<file path="src/rtl/stack_cmd_sequencer.sv">
// -----------------------------------------------------------------------------
// stack_cmd_sequencer
//
// Upstream command sequencer for the STACK unit. Commands arrive on a
// valid/ready port and are buffered in a small FIFO. They are issued to STACK
// one at a time using its level-transition handshake: rdy_out toggles once per
// request, and the request is complete when ack_in equals rdy_out. Each result
// is captured and offered downstream on a valid/ready port. This block does no
// arithmetic. Data passes through unmodified as a signed 32-bit value.
//
// Parameters
//   FIFO_DEPTH   command FIFO entries (power of 2, >= 2)
//   TIMEOUT_CYC  cycles to wait for an ack toggle before halting (>= 2)
//
// Ports
//   clock, reset_n          rising-edge clock, asynchronous active-low reset
//   cmd_valid/cmd_ready     upstream command handshake (ready = FIFO not full)
//   cmd_op/cmd_data/cmd_n   command fields: op 0..4 legal, data = PUSH operand,
//                           n = MEAN element count
//   rdy_out                 request toggle to STACK rdy_in
//   op_out/datain_out/n_out request fields to STACK; they change only on a pop
//   ack_in                  STACK ack; the request is done when ack_in == rdy_out
//   dataout_in/esito_in     STACK result and status, valid when the ack matches
//   res_valid/res_ready     downstream result handshake
//   res_data/res_esito/res_op  captured result, status and originating op
//   busy                    FSM not idle, or FIFO non-empty
//   timeout_err             sticky timeout flag, cleared only by reset
//   fifo_level              current FIFO occupancy
// -----------------------------------------------------------------------------
module stack_cmd_sequencer #(
    parameter int FIFO_DEPTH  = 4,
    parameter int TIMEOUT_CYC = 1024
) (
    input  logic                          clock,
    input  logic                          reset_n,
    input  logic                          cmd_valid,
    output logic                          cmd_ready,
    input  logic [2:0]                    cmd_op,
    input  logic [31:0]                   cmd_data,
    input  logic [9:0]                    cmd_n,
    output logic                          rdy_out,
    output logic [2:0]                    op_out,
    output logic [31:0]                   datain_out,
    output logic [9:0]                    n_out,
    input  logic                          ack_in,
    input  logic [31:0]                   dataout_in,
    input  logic                          esito_in,
    output logic                          res_valid,
    input  logic                          res_ready,
    output logic [31:0]                   res_data,
    output logic                          res_esito,
    output logic [2:0]                    res_op,
    output logic                          busy,
    output logic                          timeout_err,
    output logic [$clog2(FIFO_DEPTH):0]   fifo_level
);

    localparam int PW = $clog2(FIFO_DEPTH);
    localparam int LW = PW + 1;
    localparam int TW = $clog2(TIMEOUT_CYC);
    localparam int EW = 3 + 32 + 10;
    localparam logic [TW-1:0] TIMER_LAST = TW'(TIMEOUT_CYC - 1);
    localparam logic [LW-1:0] LEVEL_FULL = LW'(FIFO_DEPTH);
    localparam logic [2:0]    OP_MEAN    = 3'd4;

    typedef enum logic [2:0] {
        ST_IDLE   = 3'd0,
        ST_ISSUE  = 3'd1,
        ST_WAIT   = 3'd2,
        ST_RESULT = 3'd3,
        ST_HALT   = 3'd4
    } state_e;

    // FIFO storage and bookkeeping
    logic [EW-1:0] mem_q [FIFO_DEPTH];
    logic [PW-1:0] wr_ptr_q, wr_ptr_d;
    logic [PW-1:0] rd_ptr_q, rd_ptr_d;
    logic [LW-1:0] level_q, level_d;

    // FSM and request/result registers
    state_e        state_q, state_d;
    logic [2:0]    op_q, op_d;
    logic [31:0]   data_q, data_d;
    logic [9:0]    n_q, n_d;
    logic          rdy_q, rdy_d;
    logic [TW-1:0] timer_q, timer_d;
    logic          res_valid_q, res_valid_d;
    logic [31:0]   res_data_q, res_data_d;
    logic          res_esito_q, res_esito_d;
    logic [2:0]    res_op_q, res_op_d;
    logic          timeout_q, timeout_d;

    logic          fifo_full_s;
    logic          fifo_empty_s;
    logic          cmd_ready_s;
    logic          push_s;
    logic          pop_s;
    logic [EW-1:0] head_s;
    logic [2:0]    head_op_s;
    logic [31:0]   head_data_s;
    logic [9:0]    head_n_s;
    logic          head_reject_s;

    assign fifo_full_s  = (level_q == LEVEL_FULL);
    assign fifo_empty_s = (level_q == {LW{1'b0}});
    // HALT stops intake so nothing piles up behind a dead STACK.
    assign cmd_ready_s  = !fifo_full_s && (state_q != ST_HALT);
    assign push_s       = cmd_valid && cmd_ready_s;
    // Pops happen only from IDLE, which also guarantees one request outstanding.
    assign pop_s        = (state_q == ST_IDLE) && !fifo_empty_s;

    assign head_s        = mem_q[rd_ptr_q];
    assign head_op_s     = head_s[44:42];
    assign head_data_s   = head_s[41:10];
    assign head_n_s      = head_s[9:0];
    // Illegal opcodes and an empty MEAN are answered locally without touching STACK.
    assign head_reject_s = (head_op_s > OP_MEAN) ||
                           ((head_op_s == OP_MEAN) && (head_n_s == 10'd0));

    // FIFO pointer and occupancy next-state
    always_comb begin
        wr_ptr_d = wr_ptr_q;
        rd_ptr_d = rd_ptr_q;
        level_d  = level_q;
        if (push_s) begin
            wr_ptr_d = wr_ptr_q + PW'(1);
        end else begin
            wr_ptr_d = wr_ptr_q;
        end
        if (pop_s) begin
            rd_ptr_d = rd_ptr_q + PW'(1);
        end else begin
            rd_ptr_d = rd_ptr_q;
        end
        case ({push_s, pop_s})
            2'b10:   level_d = level_q + LW'(1);
            2'b01:   level_d = level_q - LW'(1);
            default: level_d = level_q;
        endcase
    end

    // FIFO storage write port
    always_ff @(posedge clock or negedge reset_n) begin
        if (!reset_n) begin
            for (int i = 0; i < FIFO_DEPTH; i++) begin
                mem_q[i] <= {EW{1'b0}};
            end
        end else if (push_s) begin
            mem_q[wr_ptr_q] <= {cmd_op, cmd_data, cmd_n};
        end
    end

    // Sequencer FSM next-state and register updates
    always_comb begin
        state_d     = state_q;
        op_d        = op_q;
        data_d      = data_q;
        n_d         = n_q;
        rdy_d       = rdy_q;
        timer_d     = timer_q;
        res_valid_d = res_valid_q;
        res_data_d  = res_data_q;
        res_esito_d = res_esito_q;
        res_op_d    = res_op_q;
        timeout_d   = timeout_q;
        case (state_q)
            ST_IDLE: begin
                if (pop_s) begin
                    op_d   = head_op_s;
                    data_d = head_data_s;
                    n_d    = head_n_s;
                    if (head_reject_s) begin
                        res_data_d  = 32'd0;
                        res_esito_d = 1'b0;
                        res_op_d    = head_op_s;
                        res_valid_d = 1'b1;
                        state_d     = ST_RESULT;
                    end else begin
                        state_d = ST_ISSUE;
                    end
                end else begin
                    state_d = ST_IDLE;
                end
            end
            ST_ISSUE: begin
                rdy_d   = ~rdy_q;
                timer_d = {TW{1'b0}};
                state_d = ST_WAIT;
            end
            ST_WAIT: begin
                if (ack_in == rdy_q) begin
                    res_data_d  = dataout_in;
                    res_esito_d = esito_in;
                    res_op_d    = op_q;
                    res_valid_d = 1'b1;
                    state_d     = ST_RESULT;
                end else if (timer_q == TIMER_LAST) begin
                    timeout_d = 1'b1;
                    state_d   = ST_HALT;
                end else begin
                    timer_d = timer_q + TW'(1);
                end
            end
            ST_RESULT: begin
                if (res_ready) begin
                    res_valid_d = 1'b0;
                    state_d     = ST_IDLE;
                end else begin
                    state_d = ST_RESULT;
                end
            end
            ST_HALT: begin
                res_valid_d = 1'b0;
                state_d     = ST_HALT;
            end
            default: begin
                res_valid_d = 1'b0;
                state_d     = ST_IDLE;
            end
        endcase
    end

    // State and datapath registers
    always_ff @(posedge clock or negedge reset_n) begin
        if (!reset_n) begin
            wr_ptr_q    <= {PW{1'b0}};
            rd_ptr_q    <= {PW{1'b0}};
            level_q     <= {LW{1'b0}};
            state_q     <= ST_IDLE;
            op_q        <= 3'd0;
            data_q      <= 32'd0;
            n_q         <= 10'd0;
            rdy_q       <= 1'b0;
            timer_q     <= {TW{1'b0}};
            res_valid_q <= 1'b0;
            res_data_q  <= 32'd0;
            res_esito_q <= 1'b0;
            res_op_q    <= 3'd0;
            timeout_q   <= 1'b0;
        end else begin
            wr_ptr_q    <= wr_ptr_d;
            rd_ptr_q    <= rd_ptr_d;
            level_q     <= level_d;
            state_q     <= state_d;
            op_q        <= op_d;
            data_q      <= data_d;
            n_q         <= n_d;
            rdy_q       <= rdy_d;
            timer_q     <= timer_d;
            res_valid_q <= res_valid_d;
            res_data_q  <= res_data_d;
            res_esito_q <= res_esito_d;
            res_op_q    <= res_op_d;
            timeout_q   <= timeout_d;
        end
    end

    assign cmd_ready   = cmd_ready_s;
    assign rdy_out     = rdy_q;
    assign op_out      = op_q;
    assign datain_out  = data_q;
    assign n_out       = n_q;
    assign res_valid   = res_valid_q;
    assign res_data    = res_data_q;
    assign res_esito   = res_esito_q;
    assign res_op      = res_op_q;
    assign busy        = (state_q != ST_IDLE) || !fifo_empty_s;
    assign timeout_err = timeout_q;
    assign fifo_level  = level_q;

endmodule

</file>
<file path="config.mk">
export PLATFORM = sky130hd
export DESIGN_NAME = stack_cmd_sequencer
export DESIGN_NICKNAME = d
export VERILOG_FILES = /design/src/rtl/stack_cmd_sequencer.sv
export SDC_FILE = /design/constraint.sdc
export NUM_CORES = 1
export LEC_CHECK = 0
export BUFFER_PORTS_ARGS = -buffer_cell sky130_fd_sc_hd__buf_4
export CAP_MARGIN = 20
export CORE_ASPECT_RATIO = 1.4
export CORE_MARGIN = 2
export CORE_UTILIZATION = 30
export DETAILED_ROUTE_END_ITERATION = 16
export GPL_ROUTABILITY_DRIVEN = 0
export HOLD_SLACK_MARGIN = 0.06
export PLACE_DENSITY = 0.5
export SLEW_MARGIN = 0
export SYNTH_ARGS = -nofsm -noshare
export SYNTH_HDL_FRONTEND = slang
export SYNTH_SLANG_ARGS = --single-unit
</file>
<file path="constraint.sdc">
create_clock -name clock -period 4.6 [get_ports clock]
set_input_delay 0.23 -clock clock [delete_from_list [all_inputs] [get_ports clock]]
set_output_delay 0.23 -clock clock [all_outputs]
set_load 0.05 [all_outputs]
</file>
Word level (Yosys, flattened, before mapping)
Cells that the tools add are included.
Cells by class
  $add $sub $neg: 5
  multipliers: 0
  div/mod/pow operators: 0
  magnitude comparators: 4
  equal/unequal tests: 18
  shift-type cells: 0
  mux-type cells: 33
  bitwise operators: 5
  reductions and logical operators: 21
Operators by type and width (count)
  $bwmux 180: 1
  $mux 45: 3
  $mux 32: 3
  $bmux 45 s2: 1
  $demux 45 s2: 1
  $pmux 32 s2: 1
  $mux 10: 2
  $pmux 10 s2: 1
  $mux 3: 6
  $pmux 3 s5: 1
  $ne 2x2->1 const B: 6
  $pmux 3 s2: 2
  $add 10x1->10 const B: 1
  $eq 10x10->1 const B: 1
  $logic_not 10->1: 1
  $eq 3x3->1 const B: 3
  $mux 1: 7
  $eq 3x2->1 const B: 2
  $ge 3x3->1 const B: 2
  $logic_not 3->1: 2
  $ne 3x3->1 const B: 2
  $not 2->3: 2
  $reduce_and 3->1: 2
  $reduce_bool 2->1: 3
  other kinds (20): 30
Storage, ports and cells
  register bits: 284
  bits in latches: 0
  memory bits (writable): 0
  ROM bits: 0
  input port bits: 83
  output and inout port bits: 89
  memories kept: 0

Logic depth before layout (Yosys ltp)
Gate-level depths: netlist of run 1.
  word-level depth: 10
  gate-level depth with buffers: 12
  mapped depth without buffers: 10

Least setup slack after synthesis of run 1
OpenSTA, ideal clock, no wires.
  path kind: register to register
  from: register level_q[0] (netlist: fifo_level[0])
  to: register level_q[2] (netlist: fifo_level[2])
  library setup time: 0.145 ns
  arrival time: 2.939 ns
  data required time: 4.455 ns
  setup slack: 1.516 ns
  stages on the path, launching flop included: 12
  clock period less this slack: 3.084 ns
  cells stage by stage: dfrtp_1 inv_1 a32oi_1 and2_1 buf_2 inv_2 ha_1 inv_1 fa_1 xor2_1 nor2_1 xor2_1
On the way
  word-level cells in the longest chain between the ends: 6
RTL lines
  start: declaration: RTL line 78  | logic [LW-1:0] level_q, level_d;
  start signal: assignment: RTL line 228  | level_q <= {LW{1'b0}};
  start signal: assignment: RTL line 243  | level_q <= level_d;
  $eq 3x3->1 (*): RTL line 104  | assign fifo_full_s = (level_q == LEVEL_FULL);
  $logic_not 1->1 (*): RTL line 107  | assign cmd_ready_s = !fifo_full_s && (state_q != ST_HALT);
  $logic_and 1x1->1 (*): RTL line 107
  named net cmd_ready: RTL line 37  | output logic cmd_ready,
  $logic_and 1x1->1 (*): RTL line 108  | assign push_s = cmd_valid && cmd_ready_s;
  $eq 2x1->1 or $eq 2x2->1 (tied branches): RTL line 135  | case ({push_s, pop_s})
  $pmux 3 s2 or $reduce_bool 2->1 (tied branches)
Mark *: on every way through the listed nets, which the timed path passes. The rest lies on a longest branch.
A chain may end at the register's enable or synchronous reset.

Worst setup path after layout of run 1
  from: register rd_ptr_q[1]
  to: register res_op_q[1] (netlist: res_op[1])
On the way
  word-level cells in the longest chain between the ends: 9
RTL lines
  start: declaration: RTL line 77  | logic [PW-1:0] rd_ptr_q, rd_ptr_d;
  start signal: assignment: RTL line 227  | rd_ptr_q <= {PW{1'b0}};
  start signal: assignment: RTL line 242  | rd_ptr_q <= rd_ptr_d;
  $not 2->3 (implied by the code) (*): RTL line 112  | assign head_s = mem_q[rd_ptr_q];
  $bmux 45 s2 (*): RTL line 112
  $mux 45 (implied by the code) (*) (2 in series): RTL line 112
  parallel branches: the longest is 5 deep, another holds $gt 3x3->1
  end signal: assignment: RTL line 253  | res_op_q <= res_op_d;
  end: declaration: RTL line 90  | logic [2:0] res_op_q, res_op_d;
Every way passes the cells marked *. The select of a mux whose other input is x is not followed.

==> results.tsv, run 1 <==
stage	metric	value	unit
worst_hold_path	hold_class	input port to flip-flop	
clock_tree	postCtsSetupBuffers	0	
yosys	synth_area	12000	µm²
placed_design	io_buffers	171	
sta	max_freq	340.1	MHz
worst_hold_path	hp-start	ack_in	
sta	fin_crit_sh	0.6391	
grt	grt_max_degree	120	
floorplan	initial_core_util	0.3046	
grt	grt_pass1_wl	46.55	mm
layout	post-route-util	0.3984	
sta	worstMarginPinSlew	985.4	ps
critical_path	cp_slowest_cell	dfrtp_2	
critical_path	rr_startpoint	rd_ptr_q[1]$_DFFE_PN0N_	
clock_tree	numCtsBuffers	30	
layout	fin_area	15690	µm²
sta	finalHoldViolations	0	
yosys	synth.largest_area_cell	dfrtp_1	
run	timing.max_cap.violations	0	
floorplan	row_count	86	
critical_path	cp_max_fo	37	
yosys	synth_edf_count	0	
yosys	syn_nets	947	
layout	nets	1199	
outcome	status	completed	
pwr	netSwitchingFraction	0.3834	
sta	rsz0062_at_grt	no	
pwr	p_leak	7.157	nW
pwr	power.total	11.94	mW
grt	grt_pass1_vias	8199	
yosys	synthTopCellsByArea	dfrtp_1 59%, mux2_1 17%, mux4_2 8.4%	
critical_path	r2r_end	res_op[1]$_DFFE_PN0P_	
yosys	ys.warnings.count	0	
critical_path	cp_top_family	compound AO/OA/AOI/OAI gates	
sta	fin_tns_setup	0	ps
grt	gr-usage-all-layers	0.1409	
sta	slew_viol_final	0	
routing	remaining_drc_errors	0	
placed_design	place_hpwl	18.43	mm
routing	post_drt_wl_per_cell	17.56	µm
floorplan	coreArea	39380	µm²
floorplan	die_w	173.0	µm
routing	finalWirelength	29.14	mm
routing	viasPerCell	4.629	
worst_hold_path	min_path_cells	4	
clock_tree	clkLatencyLatePin	560	ps
pwr	p_switching	4.579	mW
floorplan	die_h	240.6	µm
sta	post-route-min-period	2940	ps
critical_path	cp_num_cells	5	
yosys	yosysTopAreaCellShare	0.5924	
sta	relSlewSlack	0.3408	
clock_tree	clkSlewWorstSetupHoldPaths	60	ps
routing	drt_iter0_drc	273	
clock_tree	htreeDepth	1	
pwr	pwr-share-clk	0.207	
yosys	ys_ff_latch	284	
pwr	peakVddDrop	300.7	µV
layout	nFillCells	3785	
critical_path	worstPathRequired	5030	ps
layout	n_antenna_cell	0	
layout	register_area	7112	µm²
sta	clock_skew	10.14	ps
routing	dr.pass1.iters	4	
pwr	powerDensity	761.2	nW/µm²
critical_path	critPathArrivalTime	3370	ps
critical_path	r2r_setup_slack	1660	ps
yosys	yosysSeqAreaShare	0.5924	
placed_design	placed_area	13860	µm²
grt	antenna_found_initial	1	
floorplan	io_pins	172	
yosys	syn_inst	857	
critical_path	start_kind	flip-flop	
grt	overflow	0	
critical_path	worst_path_largest_cell_delay	880	ps
clock_tree	cts.sinks	284	
layout	drive_gt1_frac	0.2608	
critical_path	crit_path_end_kind	flip-flop	
yosys	synth.avg_cell_area	14.00	µm²
pwr	combPwrFrac	0.424	
clock_tree	tritoncts	built	
routing	vias	7680	
pwr	pwr-share-seq	0.369	
sta	setup-violations-final	0	
clock_tree	cts-root-buf	clkbuf_16	
floorplan	die_area	41630	µm²
critical_path	worstSetupPathType	flip-flop to flip-flop	
layout	multiInputGateArea	4616	µm²
clock_tree	cts_buffer_depth	3	
critical_path	cp_cell_sequence	mux4_2 > nor2_1 > o21ai_1 > a2bb2oi_4 > mux2_1	
sta	hold_ws	180.3	ps
yosys	synth_top_flop_cell	dfrtp_1	
yosys	synthArstFlopShare	1.000	
critical_path	reg2reg_depth	5	
routing	ant_nets	0	
pwr	power.internal	7.365	mW
worst_hold_path	holdPathEnd	state_q[0]$_DFFE_PN0P_	
layout	areaGrowthSynthToFinish	30.80	%
critical_path	cp_num_buf_inv	0	
yosys	synthDistinctLibCells	39	
## cells in the mapped netlist, drive strengths merged (2+ instances only)
cell and instances:
a211oi 2, a21boi 2, a21oi 6, a22o 33, buf 31, clkbuf 16
dfrtp 284, ha 6, inv 14, mux2 183, mux2i 3, mux4 45
nand2 165, nand2b 2, nand3 6, nand4 2, nor2 16, nor3 2
nor4 3, nor4b 2, o21ai 7, or3 2, xnor2 9, xor2 4
## registers in the layout, indices dropped and copies added (netlist names), 2 cells and up
register and count:
rd_ptr_q 2, state_q 3, n_out 10, res_data 32, wr_ptr_q 2, op_out 3
timer_q 10, res_op 3, fifo_level 3, mem_q 180, datain_out 32
## power groups by stage
stage                     combinational [mW]  clock, mW  sequential [mW]
after floorplan                         2.83          0             5.24
after global placement                  5.04          0             4.45
after detailed placement                5.11          0             4.47
after CTS                               5.18       2.57             4.43
after global routing                    5.50       2.66             4.58
final                                   5.06       2.48             4.40
## repair_timing
item	4_1_cts	5_1_grt
hold endpoints to repair	331	0
hold buffers	80	0
endpoints found under the setup margin	0	0
gates resized for setup	0	0
## kinds of logic (layout without fill, tap and decap cells)
group                      count (synthesis)  in the layout  share of synthesized area
DFF                                      284            284                     0.5924
muxes                                    231            231                     0.2588
and+or+nand+nor                          205            205                    0.06957
buffers and inverters                     61            335                    0.02409
AOI/OAI and AO/OA                         56             56                    0.03776
xor gates and xnor gates                  13             13                   0.009491
adders and majority gates                  7              7                   0.007926
## metal layers
layer	wire length, µm	vias to the layer above	track usage
met4	588	2	0.04135
met1	12140	3965	0.1716
met3	1246	31	0.02457
met2	15150	151	0.2558
met5	12	-	0
li1	-	3531	-
## layout make-up
| cell class | instances | share of cell area |
|---|---|---|
| clock buffer | 46 | 0.05941 |
| tap | 528 | 0.04210 |
| timing repair buffer | 267 | 0.1418 |
| multi-input combinational | 512 | 0.2942 |
| inverter | 14 | 0.003349 |
| clock inverter | 8 | 0.005980 |
| sequential | 284 | 0.4532 |
## cell usage in the layout (no fill, tap or decap), drive strengths merged, types with 3 or more instances in the layout
cell type    netlist  routed
xnor2              9       9
ha                 6       6
inv               14      14
nand2            165     165
xor2               4       4
clkinv             0       6
buf               31     187
nor4               3       3
dfrtp            284     284
mux2i              3       3
o21ai              7       7
dlygate4sd3        0      80
nand3              6       6
clkbuf            16      46
nor2              16      16
mux2             183     183
a21oi              6       6
a22o              33      33
mux4              45      45
## metrics by stage
step / setup slack [ps] / std cells
after floorplan: 1516 / 857
after global placement: 1621 / 1525
after detailed placement: 1620 / 1525
after CTS: 1599 / 1659
after global routing: 1427 / 1659
final: 1660 / 1659
## worst max path at each step
stage | from | end | slack, ps
2_1_floorplan | fifo_level[0]$_DFFE_PN0P_ | fifo_level[2]$_DFFE_PN0P_ | 1520
3_3_place_gp | rd_ptr_q[1]$_DFFE_PN0N_ | res_op[1]$_DFFE_PN0P_ | 1620
3_5_place_dp | rd_ptr_q[0]$_DFFE_PN0N_ | res_op[0]$_DFFE_PN0P_ | 1620
4_1_cts | rd_ptr_q[0]$_DFFE_PN0N_ | res_op[1]$_DFFE_PN0P_ | 1600
5_1_grt | rd_ptr_q[0]$_DFFE_PN0N_ | res_op[1]$_DFFE_PN0P_ | 1430
6_report | rd_ptr_q[1]$_DFFE_PN0N_ | res_op[1]$_DFFE_PN0P_ | 1660
## worst register-to-register path, stage by stage (launching register included)
cell and delay, ps:
dfrtp_2 880, mux4_2 450, nor2_1 180, o21ai_1 140, a2bb2oi_4 790, mux2_1 390
Note: power is estimated with default switching activity, not from simulation.
==> run 2: changes to the inputs <==
--- a/config.mk
+++ b/config.mk
@@ -5,6 +5,7 @@
 export SDC_FILE = /design/constraint.sdc
 export NUM_CORES = 1
 export LEC_CHECK = 0
+export ABC_AREA = 1
 export BUFFER_PORTS_ARGS = -buffer_cell sky130_fd_sc_hd__buf_4
 export CAP_MARGIN = 20
 export CORE_ASPECT_RATIO = 1.4
==> constraint.sdc (replaced) <==
create_clock -name clock -period 2.91 [get_ports clock]
set_input_delay 0.1455 -clock clock [delete_from_list [all_inputs] [get_ports clock]]
set_output_delay 0.1455 -clock clock [all_outputs]
set_load 0.05 [all_outputs]
==> run 2 against run 1 <==
  * Sequential power grew 57%
  * Combinational power increased by 74%
  * Setup slack got worse by 1200 ps
  * Die area is 0.79% higher
  * Power is 65% higher
  * Clock-buffer cell count is the same
  * Critical path depth is 8 higher
  * Final cell count rose by 32%
  * Largest cell class unchanged
  * Highest routed layer is now met4
==> results.tsv, run 2 <==
stage	metric	value	unit	change
outcome	status	completed		unchanged
clock_tree	cts-root-buf	clkbuf_16		unchanged
grt	grt_pass1_wl	53.14	mm	was 46.55 mm
critical_path	cp_num_buf_inv	1		was 0
pwr	combPwrFrac	0.445		was 0.424
sta	rsz0062_at_grt	no		unchanged
critical_path	worst_path_largest_cell_delay	590	ps	was 880 ps
sta	worst_slack	508.7	ps	was 1660 ps
critical_path	cp_max_fo	37		unchanged
yosys	synthArstFlopShare	1.000		unchanged
yosys	syn_nets	1488		was 947
critical_path	rr_startpoint	rd_ptr_q[0]$_DFFE_PN0N_		was rd_ptr_q[1]$_DFFE_PN0N_
grt	busiest_layer	met2		unchanged
yosys	synth_edf_count	0		unchanged
worst_hold_path	hold_class	input port to async pin		was input port to flip-flop
yosys	synthDistinctLibCells	32		was 39
pwr	power.internal	11.03	mW	was 7.365 mW
clock_tree	hold_buffers	82		was 80
placed_design	place_hpwl	19.86	mm	was 18.43 mm
sta	fin_crit_sh	0.8252		was 0.6391
critical_path	reg2reg_depth	13		was 5
clock_tree	cts_buffer_depth	3		unchanged
yosys	ys_ff_latch	284		unchanged
layout	drive_gt1_frac	0.1591		was 0.2608
clock_tree	clkLatencyLatePin	570	ps	was 560 ps
clock_tree	tritoncts	built		unchanged
placed_design	io_buffers	171		unchanged
floorplan	row_count	87		was 86
clock_tree	numCtsBuffers	31		was 30
yosys	yosysSeqAreaShare	0.5877		was 0.5924
sta	fin_tns_setup	0	ps	unchanged
run	timing.max_cap.violations	0		unchanged
clock_tree	postCtsSetupBuffers	0		unchanged
grt	grt_pass1_vias	9949		was 8,199
clock_tree	cts_resized	0		unchanged
grt	grt_max_degree	100		was 120
sta	setup-violations-final	0		unchanged
pwr	powerDensity	1253	nW/µm²	was 761.2 nW/µm²
critical_path	critPathArrivalTime	2900	ps	was 3370 ps
sta	clock_skew	9.814	ps	was 10.14 ps
sta	max_freq	416.4	MHz	was 340.1 MHz
yosys	synth.largest_area_cell	dfrtp_1		unchanged
placed_design	pre_cts_ws	493.2	ps	was 1620 ps
critical_path	worstPathRequired	3410	ps	was 5030 ps
yosys	synthTopCellsByArea	dfrtp_1 59%, nand2_1 12%, o21ai_0 11%		was dfrtp_1 59%, mux2_1 17%, mux4_2 8.4%
critical_path	cp_cell_sequence	inv_2 > nand2_1 > nand3_1 > nand2_1 > nand2_1 > nor2_1 > nand3_1 > nand2_1 > nand2_1 > nand2_2 > nand2_4 > nand2_1 > nand2_1		was mux4_2 > nor2_1 > o21ai_1 > a2bb2oi_4 > mux2_1
routing	ant_nets	0		unchanged
pwr	netSwitchingFraction	0.4418		was 0.3834
clock_tree	htreeDepth	1		unchanged
critical_path	cp_slowest_cell	dfrtp_4		was dfrtp_2
grt	overflow	0		unchanged
routing	viasPerCell	4.555		was 4.629
yosys	synthTopCellsByCount	385 x nand2_1, 284 x dfrtp_1, 269 x o21ai_0, 180 x nor2_1, 72 x inv_1		was 284 x dfrtp_1, 183 x mux2_1, 165 x nand2_1, 45 x mux4_2, 33 x a22o_1
yosys	yosysTopAreaCellShare	0.5877		was 0.5924
grt	met3_usage	0.02374		was 0.02457
pwr	p_switching	8.731	mW	was 4.579 mW
critical_path	start_kind	flip-flop		unchanged
yosys	synth_most_common_cell	nand2_1		was dfrtp_1
grt	antenna_found_initial	1		unchanged
routing	remaining_drc_errors	0		unchanged
routing	dr.pass1.iters	4		unchanged
yosys	syn_inst	1398		was 857
floorplan	die_w	173.7	µm	was 173.0 µm
floorplan	die_area	41950	µm²	was 41,630 µm²
pwr	p_leak	7.686	nW	was 7.157 nW
routing	drt_iter0_drc	556		was 273
grt	gr-usage-met1	0.1978		was 0.1716
critical_path	r2r_end	res_op[0]$_DFFE_PN0P_		was res_op[1]$_DFFE_PN0P_
critical_path	cp_top_family	simple AND/OR/NAND/NOR gates		was compound AO/OA/AOI/OAI gates
critical_path	worstSetupPathType	flip-flop to flip-flop		unchanged
sta	relSlewSlack	0.4435		was 0.3408
pwr	pwr-share-clk	0.206		was 0.207
layout	nets	1714		was 1,199
routing	post_drt_wl_per_cell	14.89	µm	was 17.56 µm
sta	worstMarginPinSlew	834.7	ps	was 985.4 ps
yosys	synth_area	12090	µm²	was 12,000 µm²
sta	finalHoldViolations	0		unchanged
critical_path	crit_path_end_kind	flip-flop		unchanged
clock_tree	clkSlewWorstSetupHoldPaths	60	ps	about the same
critical_path	r2r_setup_slack	510	ps	was 1660 ps
grt	grt_use_met2	0.2725		was 0.2558
critical_path	cpMostUsedCell	nand2_1		
layout	largest_reg_flops	180		unchanged
floorplan	coreArea	40060	µm²	was 39,380 µm²
pwr	pwr-share-seq	0.350		was 0.369
sta	post-route-min-period	2401	ps	was 2940 ps
layout	final_cell_mix	385 x nand2_1, 282 x dfrtp_1, 269 x o21ai_0		was 282 x dfrtp_1, 185 x buf_4, 183 x mux2_1
yosys	synth_top_flop_cell	dfrtp_1		unchanged
floorplan	die_h	241.6	µm	was 240.6 µm
grt	gr-usage-all-layers	0.1547		was 0.1409
layout	mostFrequentLayoutCell	nand2_1		was dfrtp_1
layout	largest-register	mem_q		unchanged
sta	slew_viol_final	0		unchanged
yosys	ys.warnings.count	0		unchanged
routing	finalWirelength	32.50	mm	was 29.14 mm
pwr	peakVddDrop	473.0	µV	was 300.7 µV
routing	vias	9938		was 7,680
clock_tree	cts.sinks	284		unchanged
yosys	synth.avg_cell_area	8.650	µm²	was 14.00 µm²
floorplan	initial_core_util	0.3019		was 0.3046
layout	areaGrowthSynthToFinish	30.46	%	was 30.80%
floorplan	io_pins	172		unchanged
[run 2: metal layers]
metal,part of all wire,vias to the layer above
li1,-,4951
met1,0.44,4717
met2,0.49,220
met5,0,-
met3,0.050,50
met4,0.019,0
[run 2: power groups by stage]
stage / Sequential [mW] / Clock, mW / Combinational [mW]
final: 6.91 / 4.07 / 8.79
after floorplan: 8.62 / 0 / 4.51
after CTS: 6.93 / 4.21 / 8.92
after global routing: 7.15 / 4.35 / 9.82
after global placement: 6.97 / 0 / 8.71
after detailed placement: 6.98 / 0 / 8.82
[run 2: metrics by stage]
step	cells	hold WS, ps	instance area [µm²]	utilization	power, mW
2_1_floorplan	1398	-150.1	12090	-	13.13
3_3_place_gp	2043	260.9	13910	0.3472	15.67
3_5_place_dp	2043	267.2	13910	0.3472	15.80
4_1_cts	2181	256.3	15770	0.3938	20.05
5_1_grt	2182	295.3	15780	0.3938	21.32
6_report	2182	239.3	15780	0.3938	19.76
[run 2: worst reg2reg max path, stage by stage, from the launching register on]
cell     delay [ps]
dfrtp_4         590
inv_2           430
nand2_1         120
nand3_1          90
nand2_1          80
nand2_1          70
nor2_1           60
nand3_1         100
nand2_1          80
nand2_1          80
nand2_2          90
nand2_4         370
nand2_1         120
nand2_1          70
[run 2: how the worst max path moves through the flow]
| stage | slack, ps | end | cells after the start | start |
|---|---|---|---|---|
| final | 510 | res_op[0]$_DFFE_PN0P_ | 13 | rd_ptr_q[0]$_DFFE_PN0N_ |
| after global routing | 200 | res_op[1]$_DFFE_PN0P_ | 13 | rd_ptr_q[0]$_DFFE_PN0N_ |
| after CTS | 480 | res_op[1]$_DFFE_PN0P_ | 13 | rd_ptr_q[0]$_DFFE_PN0N_ |
| after detailed placement | 490 | res_data[11]$_DFFE_PN0P_ | 13 | rd_ptr_q[0]$_DFFE_PN0N_ |
| after global placement | 570 | res_data[27]$_DFFE_PN0P_ | 13 | rd_ptr_q[0]$_DFFE_PN0N_ |
| after floorplan | 480 | fifo_level[2]$_DFFE_PN0P_ | 12 | fifo_level[1]$_DFFE_PN0P_ |
[run 2: cell type report]
| type | count | area (µm²) |
|---|---|---|
| Timing Repair Buffer | 273 | 2362 |
| Sequential cell | 284 | 7112 |
| Inverter | 78 | 295.3 |
| Multi-Input combinational cell | 956 | 4292 |
| Antenna cell | 1 | 2.502 |
| Tap cell | 534 | 668.1 |
| Fill cell | 4134 | 24280 |
| Clock inverter | 10 | 182.7 |
| Clock buffer | 46 | 862.1 |
[run 2: cells by family after synthesis]
logic type / Yosys count / synth area share
AO/OA/AOI/OAI: 314 / 0.1350
XOR/XNOR: 9 / 0.006519
AND/OR/NAND/NOR: 626 / 0.2038
adder cells (fa/ha/maj): 7 / 0.007863
buffers and inverters: 158 / 0.05908
flip-flops: 284 / 0.5877
==> run 3: changes to the inputs <==
==> constraint.sdc (replaced) <==
create_clock -name clock -period 2.4 [get_ports clock]
set_input_delay 0.12 -clock clock [delete_from_list [all_inputs] [get_ports clock]]
set_output_delay 0.12 -clock clock [all_outputs]
set_load 0.05 [all_outputs]
==> run 3 against run 2 <==
  * Clock skew is 2.0 ps lower
  * Non-clock buffer count rose by 8
  * Maximum frequency increased by 10%
  * Die area unchanged
  * Sequential power rose by 21%
  * Critical path type unchanged
  * Register-to-register slack worse by 280 ps
  * Final cell count rose by 0.27%
==> results.tsv, run 3 (synthesis gave the netlist of run 2 again) <==
stage	metric	value	unit	change
worst_hold_path	hold_class	input port to flip-flop		was input port to async pin
placed_design	place_hpwl	19.90	mm	was 19.86 mm
routing	dr.pass1.iters	5		was 4
pwr	peakVddDrop	718.8	µV	was 473.0 µV
pwr	power.total	24.31	mW	was 19.76 mW
critical_path	r2r_setup_slack	230	ps	was 510 ps
floorplan	coreArea	40060	µm²	unchanged
grt	antenna_found_initial	0		was 1
clock_tree	htreeDepth	1		unchanged
clock_tree	tritoncts	built		unchanged
routing	drt_iter0_drc	749		was 556
clock_tree	cts-root-buf	clkbuf_16		unchanged
clock_tree	cts_buffer_depth	3		unchanged
clock_tree	clkSlewWorstSetupHoldPaths	60	ps	about the same
floorplan	die_h	241.6	µm	unchanged
grt	grt_pass1_vias	10050		was 9,949
critical_path	r2r_end	res_data[26]$_DFFE_PN0P_		was res_op[0]$_DFFE_PN0P_
sta	clock_skew	7.845	ps	was 9.814 ps
clock_tree	numCtsBuffers	30		was 31
grt	gr-usage-all-layers	0.1576		was 0.1547
sta	finalHoldViolations	0		unchanged
critical_path	rr_startpoint	rd_ptr_q[0]$_DFFE_PN0N_		unchanged
routing	remaining_drc_errors	0		unchanged
floorplan	row_count	87		unchanged
routing	post_drt_wl_per_cell	14.96	µm	was 14.89 µm
sta	max_freq	459.9	MHz	was 416.4 MHz
sta	setup-violations-final	0		unchanged
placed_design	dp_cells	2049		was 2,043
critical_path	worstSetupPathType	flip-flop to flip-flop		unchanged
sta	fin_tns_setup	0	ps	unchanged
layout	nets	1721		was 1,714
critical_path	worstPathRequired	2850	ps	was 3410 ps
grt	overflow	0		unchanged
sta	fin_crit_sh	0.9060		was 0.8252
placed_design	placed_area	14010	µm²	was 13,910 µm²
grt	grt_pass1_wl	54.06	mm	was 53.14 mm
critical_path	reg2reg_depth	14		was 13
layout	largest-register	mem_q		unchanged
sta	worstMarginPinSlew	827.8	ps	was 834.7 ps
placed_design	io_buffers	171		unchanged
critical_path	cp_max_fo	37		unchanged
routing	finalWirelength	32.72	mm	was 32.50 mm
sta	relSlewSlack	0.4481		was 0.4435
routing	viasPerCell	4.493		was 4.555
layout	final_cell_mix	385 x nand2_1, 279 x dfrtp_1, 269 x o21ai_0		was 385 x nand2_1, 282 x dfrtp_1, 269 x o21ai_0
layout	stdcell_count	2188		was 2,182
run	timing.max_cap.violations	0		unchanged
critical_path	critPathArrivalTime	2620	ps	was 2900 ps
critical_path	crit_path_end_kind	flip-flop		unchanged
placed_design	pre_cts_ws	158.3	ps	was 493.2 ps
layout	n_antenna_cell	0		was 1
layout	drive_gt1_frac	0.1651		was 0.1591
worst_hold_path	hp-start	dataout_in[17]		
grt	grt_max_degree	66		was 100
routing	vias	9831		was 9,938
sta	worst_slack	225.7	ps	was 508.7 ps
sta	rsz0062_at_grt	no		unchanged
worst_hold_path	min_path_cells	4		
critical_path	start_kind	flip-flop		unchanged
floorplan	initial_core_util	0.3019		unchanged
layout	mostFrequentLayoutCell	nand2_1		unchanged
floorplan	die_w	173.7	µm	unchanged
clock_tree	cts.sinks	284		unchanged
routing	ant_nets	0		unchanged
floorplan	io_pins	172		unchanged
outcome	status	completed		unchanged
pwr	powerDensity	1525	nW/µm²	was 1253 nW/µm²
sta	post-route-min-period	2174	ps	was 2401 ps
floorplan	die_area	41950	µm²	unchanged
layout	largest_reg_flops	180		unchanged
layout	fin_area	15940	µm²	was 15,780 µm²
sta	slew_viol_final	0		unchanged
clock_tree	postCtsSetupBuffers	0		unchanged
worst_hold_path	holdPathEnd	res_data[17]$_DFFE_PN0P_		
clock_tree	clkLatencyLatePin	560	ps	was 570 ps
pwr	p_leak	7.765	nW	was 7.686 nW
layout	areaGrowthSynthToFinish	31.85	%	was 30.46%
==> run 3: cell count changes in the layout (fill, tap and decap cells not counted), sizes merged <==
cell,change
inv,-1
clkinv,-1
bufinv,+1
dlygate4sd3,+2
buf,+6
diode,-1
==> run 3: metal layers <==
layer	vias to the layer above	track usage	wire [µm]
met5	-	0	0
met4	0	0.04177	620
met3	32	0.02594	1386
met2	191	0.2740	15890
met1	4649	0.2035	14830
li1	4959	-	-
==> run 3: critical path, stage by stage, from the launching register on <==
cell,delay [ps]
dfrtp_4,540
inv_2,80
buf_12,160
nand2_1,60
nand3_1,60
nand2_1,100
nand2_1,70
nor2_1,150
nand3_1,130
nand2_1,110
nand2_1,70
nand2_2,130
nand2_8,190
nand2_1,140
nand2_1,50
==> run 3: repair_timing <==
action                     CTS  global route
resized for setup            0             1
hold buffers                84             0
hold endpoints to repair   502             0
setup endpoints to repair    0            30
==> run 3: final cells by class <==
class	count	area, µm²
inverter	78	295.3
fill	4125	24110
sequential	284	7116
timing repair buffer	281	2477
multi-input combinational	956	4300
clock inverter	9	195.2
tap	534	668.1
clock buffer	46	892.1
==> run 3: power by group <==
| part | total, mW | switching [mW] | internal (mW) | leakage [nW] |
|---|---|---|---|---|
| clock network | 5.10 | 1.92 | 3.19 | 0.532 |
| registers | 8.34 | 1.32 | 7.03 | 3.55 |
| logic | 10.9 | 7.39 | 3.48 | 3.68 |
==> run 3: how the worst max path moves through the flow <==
stage | slack, ps | start | to
2_1_floorplan | 70 | state_q[2]$_DFFE_PN0P_ | fifo_level[2]$_DFFE_PN0P_
3_3_place_gp | 180 | rd_ptr_q[0]$_DFFE_PN0N_ | res_data[28]$_DFFE_PN0P_
3_5_place_dp | 160 | rd_ptr_q[0]$_DFFE_PN0N_ | res_data[26]$_DFFE_PN0P_
4_1_cts | 160 | rd_ptr_q[0]$_DFFE_PN0N_ | res_data[26]$_DFFE_PN0P_
5_1_grt | 30 | state_q[1]$_DFFE_PN0P_ | fifo_level[2]$_DFFE_PN0P_
6_report | 230 | rd_ptr_q[0]$_DFFE_PN0N_ | res_data[26]$_DFFE_PN0P_
==> run 3: per-stage QoR <==
stage	util	hold slack (ps)
after global placement	0.3497	63.74
after global routing	0.3980	286.1
after detailed placement	0.3497	58.20
after CTS	0.3978	268.1
final	0.3980	305.2
after floorplan	-	-175.6
